<file path="src/rtl/sign_fetch_requester.sv">
// Initiator side of the sweep-match memory read interface.
// Queues upstream read addresses, issues them one at a time on ADD, waits for the
// memory's active-low CLR strobe and returns the captured DATA (or ERR_DATA on timeout)
// through a valid/ready response register.
module sign_fetch_requester #(
  parameter int unsigned AW         = 6,
  parameter int unsigned DW         = 6,
  parameter int unsigned FIFO_DEPTH = 4,
  parameter int unsigned TIMEOUT    = 70,
  parameter int unsigned ERR_DATA   = 63
) (
  input  logic          CLK,
  input  logic          RST,
  input  logic          REQ_VALID,
  output logic          REQ_READY,
  input  logic [AW-1:0] REQ_ADDR,
  output logic [AW-1:0] ADD,
  input  logic          CLR,
  input  logic [DW-1:0] DATA,
  output logic          RSP_VALID,
  input  logic          RSP_READY,
  output logic [DW-1:0] RSP_DATA,
  output logic          RSP_ERR,
  output logic          BUSY,
  output logic [7:0]    ERR_CNT
);

  localparam int unsigned PW = (FIFO_DEPTH > 1) ? $clog2(FIFO_DEPTH) : 1;
  localparam int unsigned CW = $clog2(FIFO_DEPTH + 1);
  localparam int unsigned TW = $clog2(TIMEOUT);

  typedef enum logic [1:0] {
    S_IDLE  = 2'd0,
    S_BLANK = 2'd1,
    S_WAIT  = 2'd2,
    S_RESP  = 2'd3
  } state_e;

  state_e        state;
  state_e        state_nxt;

  logic [AW-1:0] fifo_mem [FIFO_DEPTH];
  logic [PW-1:0] wr_ptr;
  logic [PW-1:0] rd_ptr;
  logic [CW-1:0] count;
  logic          full;
  logic          empty;
  logic          push;
  logic          pop;

  logic [TW-1:0] tmo_cnt;
  logic          tmo_clr;
  logic          tmo_inc;
  logic          take_hit;
  logic          take_err;
  logic          rsp_done;

  // FIFO status; a full FIFO refuses a push even when a pop happens in the same cycle
  assign full      = (count == CW'(FIFO_DEPTH));
  assign empty     = (count == '0);
  assign REQ_READY = !full;
  assign push      = REQ_VALID && REQ_READY;
  assign BUSY      = (state != S_IDLE) || !empty;

  // Request FIFO storage
  always_ff @(posedge CLK) begin
    if (push) begin
      fifo_mem[wr_ptr] <= REQ_ADDR;
    end
  end

  // Request FIFO pointers and occupancy
  always_ff @(posedge CLK) begin
    if (RST) begin
      wr_ptr <= '0;
      rd_ptr <= '0;
      count  <= '0;
    end else begin
      if (push) begin
        wr_ptr <= wr_ptr + PW'(1);
      end
      if (pop) begin
        rd_ptr <= rd_ptr + PW'(1);
      end
      case ({push, pop})
        2'b10:   count <= count + CW'(1);
        2'b01:   count <= count - CW'(1);
        default: count <= count;
      endcase
    end
  end

  // FSM state register
  always_ff @(posedge CLK) begin
    if (RST) begin
      state <= S_IDLE;
    end else begin
      state <= state_nxt;
    end
  end

  // FSM next state and datapath controls; CLR is only honoured in WAIT
  always_comb begin
    state_nxt = state;
    pop       = 1'b0;
    tmo_clr   = 1'b0;
    tmo_inc   = 1'b0;
    take_hit  = 1'b0;
    take_err  = 1'b0;
    rsp_done  = 1'b0;
    case (state)
      S_IDLE: begin
        if (!empty) begin
          pop       = 1'b1;
          state_nxt = S_BLANK;
        end
      end
      S_BLANK: begin
        // registered CLR still reflects the previous ADD this cycle
        tmo_clr   = 1'b1;
        state_nxt = S_WAIT;
      end
      S_WAIT: begin
        tmo_inc = 1'b1;
        if (!CLR) begin
          take_hit  = 1'b1;
          state_nxt = S_RESP;
        end else if (tmo_cnt == TW'(TIMEOUT - 1)) begin
          take_err  = 1'b1;
          state_nxt = S_RESP;
        end
      end
      S_RESP: begin
        if (RSP_VALID && RSP_READY) begin
          rsp_done  = 1'b1;
          state_nxt = S_IDLE;
        end
      end
      default: state_nxt = S_IDLE;
    endcase
  end

  // Address register, timeout counter, response register and error counter
  always_ff @(posedge CLK) begin
    if (RST) begin
      ADD       <= '0;
      tmo_cnt   <= '0;
      RSP_VALID <= 1'b0;
      RSP_DATA  <= '0;
      RSP_ERR   <= 1'b0;
      ERR_CNT   <= '0;
    end else begin
      if (pop) begin
        ADD <= fifo_mem[rd_ptr];
      end
      if (tmo_clr) begin
        tmo_cnt <= '0;
      end else if (tmo_inc) begin
        tmo_cnt <= tmo_cnt + TW'(1);
      end
      if (take_hit) begin
        RSP_DATA  <= DATA;
        RSP_ERR   <= 1'b0;
        RSP_VALID <= 1'b1;
      end else if (take_err) begin
        RSP_DATA  <= DW'(ERR_DATA);
        RSP_ERR   <= 1'b1;
        RSP_VALID <= 1'b1;
        if (ERR_CNT != 8'hFF) begin
          ERR_CNT <= ERR_CNT + 8'd1;
        end
      end else if (rsp_done) begin
        RSP_VALID <= 1'b0;
      end
    end
  end

endmodule

</file>
<file path="config.mk">
export PLATFORM = sky130hd
export DESIGN_NAME = sign_fetch_requester
export DESIGN_NICKNAME = d
export VERILOG_FILES = /design/src/rtl/sign_fetch_requester.sv
export SDC_FILE = /design/constraint.sdc
export NUM_CORES = 1
export LEC_CHECK = 0
export ABC_CLOCK_PERIOD_IN_PS = 3800
export BUFFER_PORTS_ARGS = -buffer_cell sky130_fd_sc_hd__buf_4
export CORE_MARGIN = 2
export CORE_UTILIZATION = 45
export CTS_CLUSTER_SIZE = 28
export DETAILED_ROUTE_END_ITERATION = 12
export PLACE_DENSITY = 0.66
export SLEW_MARGIN = 20
export SYNTH_ARGS = -nofsm -noshare
export SYNTH_HDL_FRONTEND = slang
export SYNTH_SLANG_ARGS = --single-unit
</file>
<file path="constraint.sdc">
create_clock -name CLK -period 3.8 [get_ports CLK]
set_clock_uncertainty 0.1 [all_clocks]
set_input_delay 1.14 -clock CLK [delete_from_list [all_inputs] [get_ports CLK]]
set_output_delay 1.14 -clock CLK [all_outputs]
set_load 0.01 [all_outputs]
</file>
# Word-level counts from Yosys, hierarchy flattened
# Memories as Yosys holds them, arrays and structs flattened. A register that Yosys moved wholly into a read port is not among the register bits.
# Cells that the tools add are included.
# op_classes
n_eq_ne	11
addsub	6
mux	24
n_reduce_logical	15
bitwise_logic	1
# op_table
operator	n
1-bit two-way mux	16
6-bit two-way mux	2
8-bit by 1-bit adder with 8-bit output, second input constant	1
2-bit two-way mux	4
8-bit inequality test, second input constant	1
2-bit one-hot mux with 4 select lines	1
7-bit by 1-bit adder with 7-bit output, second input constant	1
7-bit == test, second input constant	1
2-bit == test, second input constant	3
3-bit one-hot mux with 2 select lines	1
3-bit AND reduction	2
2-bit nonzero test	3
2-bit by 1-bit adder with 2-bit output, second input constant	2
2-bit by 1-bit == test with 1-bit output, second input constant	2
2-bit inequality test, second input constant	2
2-bit OR reduction	2
3-bit by 1-bit adder with 3-bit output, second input constant	1
3-bit == test, second input constant	1
3-bit zero test	1
3-bit inequality test, second input constant	1
3-bit nonzero test	1
3-bit by 1-bit subtractor with 3-bit output, second input constant	1
1-bit logical AND	2
1-bit zero test	2
3 further kinds	3
# word_totals
mem_count	1
in_bits	17
ff_bits	32
word_cells	67
output_inout_bits	24
mem_bits_rw	24
# mem_list
name	depth	width	read_ports	rd_clocked_by_memory_dff	wr	line	source
fifo_mem	4	6	1	1	1	42	logic [AW-1:0] fifo_mem [FIFO_DEPTH];

# Longest topological paths before layout
# Gate-level depths: netlist of run 1.
# logic_depth
depth_word	6
mapped_depth	10
depth_no_buf	9

# Worst setup path after synthesis of run 1
# Ideal clock, no wire load.
# synth_timing
path_type	input port to flip-flop
startpoint	input port REQ_VALID
endpoint	register count[2]
required_time_ns	3.629
cell_stages	7
t_arrival_ns	2.496
path_slack_ns	1.133
path_buffers	0
cell_sequence	and2_1 inv_1 ha_1 fa_1 xnor2_1 or3_1 a21oi_1
# synth_between
elab_chain_len	3
# synth_lines
element	line	source
start: declaration	14	input logic REQ_VALID,
1-bit logical AND *	62	assign push = REQ_VALID && REQ_READY;
2-bit by 1-bit == test with 1-bit output / 2-bit == test (equally long branches)	85	case ({push, pop})
3-bit one-hot mux with 2 select lines / 2-bit nonzero test (equally long branches)	n/a	
end signal: assignment	86	2'b10: count <= count + CW'(1);
end signal: assignment	87	2'b01: count <= count - CW'(1);
end signal: assignment	88	default: count <= count;
end: declaration	45	logic [CW-1:0] count;
# Every way passes the cells marked *; elsewhere a longest branch is shown, timed or not.
# A chain may end at the register's enable or synchronous reset.

# Final worst setup path of run 1
# layout_timing
startpoint	register state[0]
endpoint	register count[2]
# layout_between
elab_chain_len	4
# layout_lines
element	line	source
start: declaration	39	state_e state;
start signal: assignment	98	state <= state_nxt;
2-bit zero test *	111	case (state)
1-bit two-way mux *	111	
via pop	49	logic pop;
2-bit by 1-bit == test with 1-bit output / 2-bit == test (equally long branches)	85	
3-bit one-hot mux with 2 select lines / 2-bit nonzero test (equally long branches)	n/a	
# The timed path passes the listed nets; every way through them passes the cells marked *.

==> results of run 1 <==
[stage by stage]
step	instance area, µm²	total power (W)
after global routing	3183	0.002092
final	3183	0.001967
after floorplan	2650	0.001244
after CTS	3183	0.001991
after detailed placement	2984	0.001417
after global placement	2984	0.001410
[cells in the mapped netlist, types with 2 or more instances]
master and number:
o21ai_0 5, nand4_1 4, xor2_1 5, and3_1 6
a31oi_1 6, nand2b_1 5, edfxtp_1 24, o31ai_1 3
nand2_1 37, xnor2_1 4, dfxtp_1 38, nand3_1 4
ha_1 12, or4_1 4, mux2i_1 3, inv_1 8
nor3_1 2, a211oi_1 3, or3_1 4, mux4_2 6
a21oi_1 20, clkbuf_1 11, nor2_1 13
[power groups by stage]
| stage | registers [W] | logic (W) | clock network (W) |
|---|---|---|---|
| floorplan | 0.000868 | 0.000376 | 0 |
| global placement | 0.000880 | 0.000530 | 0 |
| detailed placement | 0.000883 | 0.000534 | 0 |
| CTS | 0.000869 | 0.000538 | 0.000584 |
| global route | 0.000881 | 0.000598 | 0.000614 |
| finish | 0.000866 | 0.000531 | 0.000570 |
[worst paths after layout]
path	startpoint	endpoint	slack, ps	cells past startpoint
worst max-delay path	state[0]	count[2]	1060	9
worst min register to register	RSP_ERR	RSP_ERR	360	2
worst max register to register	state[0]	count[2]	1060	9
worst min-delay path	RSP_ERR	RSP_ERR	360	2
[cell usage in the layout, fill, tap and decap left out, types with 2 or more instances in the layout]
cell,count
nand2b_1,5
clkinv_2,3
dfxtp_1,38
buf_4,40
mux2i_1,3
nor2_1,13
o21ai_0,5
o31ai_1,3
nand3_1,4
nand4_1,4
or4_1,4
xnor2_1,4
edfxtp_1,24
a211oi_1,3
a21oi_1,20
nand2_1,37
a31oi_1,6
ha_1,12
xor2_1,5
nor3_1,2
and3_1,6
clkbuf_8,10
mux4_2,6
or3_1,4
inv_1,8
[cells by family after synthesis]
| group | count (synthesis) |
|---|---|
| buffers and inverters | 22 |
| xor gates and xnor gates | 9 |
| adders and majority gates | 13 |
| DFF | 62 |
| and+or+nand+nor | 86 |
| AOI/OAI and AO/OA | 41 |
| muxes | 9 |
[metal layers]
metal,GRT usage [%],routed length [µm],up-vias
met5,0,0,-
met4,8.136,61,0
met2,24.17,2237,30
met1,24.22,2487,886
met3,4.000,183,6
li1,-,-,935
[critical path: stages (launching register included)]
cell      delay, ps
dfxtp_1         380
inv_1            80
ha_1            220
nand2b_1        250
clkinv_1        350
ha_1            330
fa_1            390
xnor2_1         140
or3_1           300
a21oi_1         140
[registers in the layout (all words and copies together) (netlist names)]
signal,cells
ADD,6
ERR_CNT,8
RSP_DATA,6
RSP_ERR,1
RSP_VALID,1
count,3
fifo_mem,24
rd_ptr,2
state,2
tmo_cnt,7
wr_ptr,2
[area by class of cell]
class,instances,area (µm²),area share [%]
clock inverter,6,61.31,1.926
timing repair buffer,40,300.3,9.434
sequential,62,1481,46.54
inverter,9,33.78,1.061
clock buffer,10,137.6,4.324
multi-input combinational,158,1079,33.88
tap,72,90.09,2.830
==> metrics.txt, run 1 <==
status finished, final reports clean; sequential share of the synthesized area 55.90%; worst vdd ir 0.2956 mV; Switch Pwr 0.0006048 W; dpl cells 341; Worst-Margin Slew 617.1 ps; gr ovfl total 0; first-pass GRT wire length 8.273 mm; number of enable flip-flop cells after synthesis 24; largest net degree at the start of global routing 35; crit path time final 2741 ps; mapped cell area 0.002650 mm²; Switching Share 30.75%; largest area contributor in the netlist dfxtp_1; Leak 1.197 nW; initial antenna violation count 0; gr usage total 16.90%; Sum Neg Setup Slack 0 ps; DRC violations left 0; DRT Pass-1 Iters 4; DR vias 1857; CTS Buffer Depth 2; die width 80.74 µm; DRT antenna net count 0; Post-Synth XOR/XNOR Area 2.975%; crit path DAT 2910 ps; CTS tree yes; Power per Cell Area 617.8 mW/mm²; worst min path class reg -> reg; max-slew headroom at the worst pin 58.86%; mux cell area share after synthesis 6.232%; Syn. warnings 0; Root Driver clkbuf_8; Avg WL per Cell 13.92 µm; die area 0.006519 mm²; vias in the first global route 1696; CP Max Fanout 9; First DRT Iteration DRCs 98; gpl congestion 0.6936; Final Cycle Share 72.12%; total CTS buffers 9; Yosys reg bits 62; Antenna diodes 0; Setup Fix Bufs, Post-CTS 0; sequential share of power 44.0%; Post-Syn Nets 272; Worst setup SP type flop; fmax 364.9 MHz; area grow syn2layout 20.11%; critical setup path kind reg -> reg; I/O Buffers 40; RSZ-0062 raised after global routing false; Setup Viol. Count Final 0; die height 80.74 µm; CP endpoint kind flop; Mean Syn Cell Area 10.95 µm²; # hold bufs at CTS 0; layout cells sized above 1 22.81%; Final Non-Filler Cells 357; row cnt 27; Slew Viols, Final 0; Synth Flop Type dfxtp_1; starting density of the core 47.26%; synthesized-area fraction occupied by adder cells 6.421%; Synth Area in Compound Gates 9.112%; NumNets Final 310; Max-Cap Viols 0; unique cell type count in the Yosys netlist 38; Synth area leaders dfxtp_1 (29%), edfxtp_1 (27%), ha_1 (5.7%); TritonCTS Sinks 62; Clock Power Share 29.0%; main combinational cell family by area after synthesis simple AND/OR/NAND/NOR gates; Post-Route Utilization 56.76%; final WL 4.968 mm; Post-CTS Resized 0; Fillers 504; routed vias/inst 5.202; combinational power share 27.0%; hold_ws 355.1 ps; Gate Count Post-Synth 242; Worst Setup Slack, final 1059 ps; Worst-Skew Late Latency 330 ps; area share of and/or/nand/nor cells after synthesis 15.96%; Post-DP HPWL 3.399 mm; Req. time, crit path 3970 ps; I/O pins 41; Async SR Flop Fraction 0%; CTS clk-pin slew, worst paths 70 ps; core box area 0.005608 mm²; worst slack, placed 955.2 ps; endpoints failing hold 0; top cell type's share of synthesized area 28.71%; H-tree depth 3; Int Pwr 0.001362 W
No activity file was read; power rests on OpenSTA's default activity.
==> inputs of run 2 (changes only) <==
ABC_AREA = 1   (was unset)
ABC_CLOCK_PERIOD_IN_PS = 2500   (was 3800)
PLACE_DENSITY = 0.68   (was 0.66)
clock period = 2.5 ns   (was 3.8 ns; I/O delays follow)
==> run 2 against run 1 <==
Compared with the run above:
- worst setup slack got worse by 720 ps
- area after synthesis rose by 4.2%
- cell area is 4.9% higher
- maximum frequency grew 27%
- wire length rose by 10%
- highest routed layer unchanged
==> metrics.txt, run 2 <==
CTS Buffer Depth 2 (unchanged); Post-Syn Nets 348 (+28%); Synth Flop Type dfxtp_1; Yosys reg bits 62 (unchanged); total CTS buffers 9 (unchanged); vias in the first global route 2091 (+23%); largest area contributor in the netlist dfxtp_1; final instance area 0.003338 mm² (+4.9%); hold_ws 386.0 ps (+30.95 ps); status finished, final reports clean; CP Max Fanout 8 (-1); I/O Buffers 40 (unchanged); row cnt 28 (+3.7%); Slew Viols, Final 0 (unchanged); number of enable flip-flop cells after synthesis 24 (unchanged); Sum Neg Setup Slack 0 ps (unchanged); die width 82.32 µm (+2.0%); endpoints failing hold 0 (unchanged); Post-CTS Resized 0 (unchanged); Worst-Skew Late Latency 340 ps (about the same); DR vias 2218 (+19%); H-tree depth 3 (unchanged); # hold bufs at CTS 0 (unchanged); First DRT Iteration DRCs 105 (+7.1%); Leak 1.351 nW (+13%); NumNets Final 395 (+27%); Setup Viol. Count Final 0 (unchanged); core box area 0.005921 mm² (+5.6%); Antenna diodes 0 (unchanged); mapped cell area 0.002760 mm² (+4.2%); sequential share of the synthesized area 53.67% (-2.2 points); starting density of the core 46.62% (-0.64 points); die height 82.32 µm (+2.0%); die area 0.006776 mm² (+3.9%); Gate Count Post-Synth 318 (+31%); critical setup path kind reg -> reg; Async SR Flop Fraction 0% (unchanged); DRC violations left 0 (unchanged); crit path time final 2161 ps (-579.3 ps); CP endpoint kind flop; RSZ-0062 raised after global routing false; Avg WL per Cell 12.32 µm (-11%); crit path DAT 2280 ps (-630 ps); Syn. warnings 0 (unchanged); layout cells sized above 1 19.73% (-3.1 points); Synth top cells by count nand2_1 (57), nor2_1 (57), dfxtp_1 (38), edfxtp_1 (24), inv_1 (21); routed vias/inst 4.984 (-4.2%); fmax 462.7 MHz (+27%); Final Cycle Share 86.45% (+14 points); Setup Fix Bufs, Post-CTS 0 (unchanged); Power per Cell Area 936.7 mW/mm² (+52%); initial antenna violation count 0 (unchanged); unique cell type count in the Yosys netlist 29 (-24%); area grow syn2layout 20.94%; Largest Register fifo_mem; DRT Pass-1 Iters 4 (unchanged); TritonCTS Sinks 62 (unchanged); final WL 5.482 mm (+10%); gr ovfl total 0 (unchanged); Post-Route Utilization 56.38% (-0.38 points); max-slew headroom at the worst pin 64.30% (+5.4 points); largest net degree at the start of global routing 19 (-46%); worst slack, placed 286.4 ps (-668.8 ps); CTS tree yes; Synth area leaders dfxtp_1 (28%), edfxtp_1 (26%), nand2_1 (7.8%); biggest regs fifo_mem (24), ERR_CNT (8), tmo_cnt (7); Worst-Margin Slew 533.5 ps (-83.60 ps); Mean Syn Cell Area 8.680 µm² (-21%); Worst Setup Slack, final 338.7 ps (-720.7 ps); Worst setup SP type flop; Post-DP HPWL 3.947 mm (+16%); I/O pins 41 (unchanged); top cell type's share of synthesized area 27.56% (-1.1 points); worst min path class reg -> reg; gpl congestion 0.7944 (+15%); first-pass GRT wire length 9.135 mm (+10%); Max-Cap Viols 0 (unchanged); worst vdd ir 0.4234 mV (+43%); most frequent cells in the layout nand2_1 (57), nor2_1 (57), buf_4 (42); Req. time, crit path 2620 ps (-1350 ps); Largest register FFs 24 (unchanged); CTS clk-pin slew, worst paths 80 ps (about the same); gr usage total 17.69% (+0.79 points); post-place instance area 0.003139 mm² (+5.2%); Root Driver clkbuf_8; DRT antenna net count 0 (unchanged)
## run 2: cell count changes after synthesis, moves of 6 or more
cell	change
inv_2	+10
mux4_2	-6
nor2_1	+44
clkbuf_1	-10
inv_1	+13
nand3_1	+6
o22ai_1	+6
nand2_1	+20
o21ai_1	+17
o21ai_0	+13
## run 2: path summary, 6_finish.rpt
kind                                  to  slack [ps]  depth (start not counted)      from
worst max-delay path            count[2]         340                         10  state[0]
worst min register to register  count[2]         390                          2  count[2]
worst max register to register  count[2]         340                         10  state[0]
worst min-delay path            count[2]         390                          2  count[2]
## run 2: cell families (layout without fill, tap and decap cells)
| kind of cell | count (synthesis) | after routing | synth area share (%) |
|---|---|---|---|
| adder cells (fa/ha/maj) | 13 | 13 | 6.165 |
| AO/OA/AOI/OAI | 64 | 64 | 12.15 |
| XOR/XNOR | 4 | 4 | 1.269 |
| flip-flops | 62 | 62 | 53.67 |
| AND/OR/NAND/NOR | 136 | 136 | 21.17 |
| buffers and inverters | 39 | 91 | 5.576 |
## run 2: final cells by class
type	instances	area [µm²]
clock buffer	9	123.9
clock inverter	7	75.07
fill	533	2582
inverter	33	123.9
multi-input combinational	217	1125
sequential	62	1481
tap	75	93.84
timing repair buffer	42	315.3
## run 2: worst max-delay path, cell delays in order (launching register included)
cell and delay, ps:
dfxtp_1 390, inv_1 80, ha_1 230, nand2_1 100, inv_2 80, ha_1 230, fa_1 410, a21oi_1 130
o21ai_1 90, o21ai_0 160, a21oi_1 50
## run 2: metal layers
metal / vias up / GRT usage (%) / wire [µm]
met5: - / 0 / 0
met4: 0 / 7.500 / 110
met3: 11 / 5.000 / 120
met2: 22 / 27.74 / 2590
met1: 1028 / 22.84 / 2661
li1: 1157 / - / -
## run 2: through the flow
| stage | instances | power, W |
|---|---|---|
| 2_1_floorplan | 318 | 0.001962 |
| 5_1_grt | 445 | 0.003339 |
| 6_report | 445 | 0.003127 |
| 3_5_place_dp | 429 | 0.002276 |
| 3_3_place_gp | 429 | 0.002246 |
| 4_1_cts | 445 | 0.003151 |
## run 2: where the power goes
group	switching [W]	internal, W	leakage, nW
Sequential	0.000125	0.00122	0.530
Combinational	0.000533	0.000377	0.728
Clock	0.000410	0.000461	0.0931
Total	0.00107	0.00206	1.35
==> inputs of run 3 (changes only) <==
ABC_AREA = unset   (was 1)
==> run 3 against run 2 <==
Compared with the run above:
- utilization rose by 1.3 points
- count of clock-buffer cells in the layout did not move
- sequential power barely moved
- register-to-register slack got worse by 130 ps
- hold slack got worse by 32 ps
- maximum frequency fell by 5.6%
- sequential cell count did not move
- worst setup slack got worse by 130 ps
- clock power rose by 9.6%
- sequential share of layout area rose by 1.4 points
==> metrics.txt, run 3 (same netlist as run 1, synthesis figures left out) <==
initial antenna violation count 0 (unchanged); CTS tree yes; starting density of the core 47.26% (+0.64 points); worst min path class reg -> reg; critical setup path kind reg -> reg; biggest regs fifo_mem (24), ERR_CNT (8), tmo_cnt (7); Hold Path Depth 2 (unchanged); NumNets Final 314 (-21%); Critical Path, Cell by Cell or3b_1 > and2_1 > inv_1 > ha_1 > fa_1 > xnor2_1 > or3_1 > a21oi_1; hold path endpoint ADD[1]; gr ovfl total 0 (unchanged); fmax 436.9 MHz (-5.6%); Worst Setup Slack, final 211.2 ps (-127.5 ps); First DRT Iteration DRCs 63 (-40%); Leak 1.222 nW (-9.5%); CTS clk-pin slew, worst paths 70 ps (about the same); DRT antenna net count 0 (unchanged); I/O pins 41 (unchanged); vias in the first global route 1806 (-14%); # hold bufs at CTS 0 (unchanged); row cnt 27 (-3.6%); gr usage total 17.06% (-0.63 points); Root Driver clkbuf_8; crit path time final 2289 ps (+127.5 ps); largest net degree at the start of global routing 35 (+16); DRC violations left 0 (unchanged); Avg WL per Cell 13.47 µm (+9.3%); Post-Route Utilization 57.72% (+1.3 points); die area 0.006519 mm² (-3.8%); Worst R2R Setup Slack 210 ps (-130 ps); die height 80.74 µm (-1.9%); DR vias 1853 (-16%); layout cells sized above 1 23.88% (+4.1 points); H-tree depth 3 (unchanged); RSZ-0062 raised after global routing false; worst slack, placed 14.73 ps (-271.7 ps); DRT Pass-1 Iters 4 (unchanged); highest-delay cell along the critical path dfxtp_1; status finished, final reports clean; Final Cycle Share 91.55% (+5.1 points); max-slew headroom at the worst pin 60.25% (-4.0 points); die width 80.74 µm (-1.9%); worst reg2reg path startpoint count[0]; Largest register FFs 24 (unchanged); Setup Viol. Count Final 0 (unchanged); first-pass GRT wire length 8.252 mm (-9.7%); Largest Register fifo_mem; Req. time, crit path 2670 ps (+50 ps); CP endpoint kind flop; Power per Cell Area 968.2 mW/mm² (+3.4%); Sum Neg Setup Slack 0 ps (unchanged); Crit path largest cell delay 410 ps (about the same); Clock Power Share 30.5% (+2.6 points); area grow syn2layout 22.14%; Int Pwr 0.002190 W (+6.4%); Slew Viols, Final 0 (unchanged); I/O Buffers 40 (unchanged); combinational power share 27.4% (-1.7 points); Post-DP HPWL 3.394 mm (-14%); routed vias/inst 5.133 (+3.0%); final WL 4.862 mm (-11%); CTS Buffer Depth 2 (unchanged); commonest non-fill, non-tap cell in the layout buf_4; gpl congestion 0.7390 (-7.0%); crit path DAT 2460 ps (+180 ps); total CTS buffers 9 (unchanged); Switch Pwr 0.0009445 W (-12%); Worst Hold Launch ADD[1]; Antenna diodes 0 (unchanged); core box area 0.005608 mm² (-5.3%); Max-Cap Viols 0 (unchanged); Worst-Margin Slew 594.0 ps (+60.52 ps); Worst-Skew Late Latency 340 ps (about the same); TritonCTS Sinks 62 (unchanged); CP Max Fanout 6 (-2); most frequent cells in the layout buf_4 (44), dfxtp_1 (37), nand2_1 (37); worst vdd ir 0.5758 mV (+36%); Switching Share 30.14% (-4.0 points); reg2reg path depth 8 (-2); CP delay by family, top simple AND/OR/NAND/NOR gates; Worst setup SP type flop; r2r endpoint count[2]; endpoints failing hold 0 (unchanged); hold_ws 354.1 ps (-31.98 ps); sequential share of power 42.1% (-0.9 points); CP bufs+invs 1 (-1)
run 3: area by class of cell:
cell class                      count  area, µm²
Clock buffer                        9      123.9
Clock inverter                      7      97.59
Fill cell                         511       2371
Inverter                            9      33.78
Multi-Input combinational cell    158       1079
Sequential cell                    62       1483
Tap cell                           72      90.09
Timing Repair Buffer               44      330.3
run 3: worst max-delay path by stage:
stage | from | to | depth (start not counted)
final | count[0] | count[2] | 8
after global routing | count[0] | count[2] | 8
after CTS | state[0] | count[2] | 9
after detailed placement | REQ_VALID | count[2] | 8
after global placement | REQ_VALID | count[2] | 8
after floorplan | state[0] | count[2] | 10
run 3: power groups by stage:
stage          Sequential [W]  Combinational, W  Clock (W)
3_3_place_gp          0.00134          0.000852          0
2_1_floorplan         0.00132          0.000572          0
3_5_place_dp          0.00134          0.000870          0
6_report              0.00132          0.000859   0.000956
5_1_grt               0.00134          0.000978    0.00102
4_1_cts               0.00132          0.000876   0.000978
run 3: layer usage:
layer  wire, µm  global-route usage, %  vias to the layer above
li1           -                      -                      942
met1       2245                  22.07                      865
met2       2281                  25.67                       34
met3        221                  5.222                       12
met4        114                  9.322                        0
met5          0                      0                        -
run 3: what timing repair did:
action	4_1_cts	5_1_grt
endpoints found under the setup margin	0	1
resized for setup	0	1
setup buffers	0	0
run 3: metrics by stage:
stage	area, µm²	power [W]	cells
2_1_floorplan	2650	0.001892	242
3_3_place_gp	3014	0.002187	345
3_5_place_dp	3014	0.002211	345
4_1_cts	3236	0.003173	361
5_1_grt	3237	0.003343	361
6_report	3237	0.003134	361
run 3: worst reg2reg max path, cell delays in order (launching register included):
cell     delay [ps]
dfxtp_1         410
or3b_1          230
and2_1          210
inv_1            70
ha_1            230
fa_1            380
xnor2_1         150
or3_1           310
a21oi_1         140
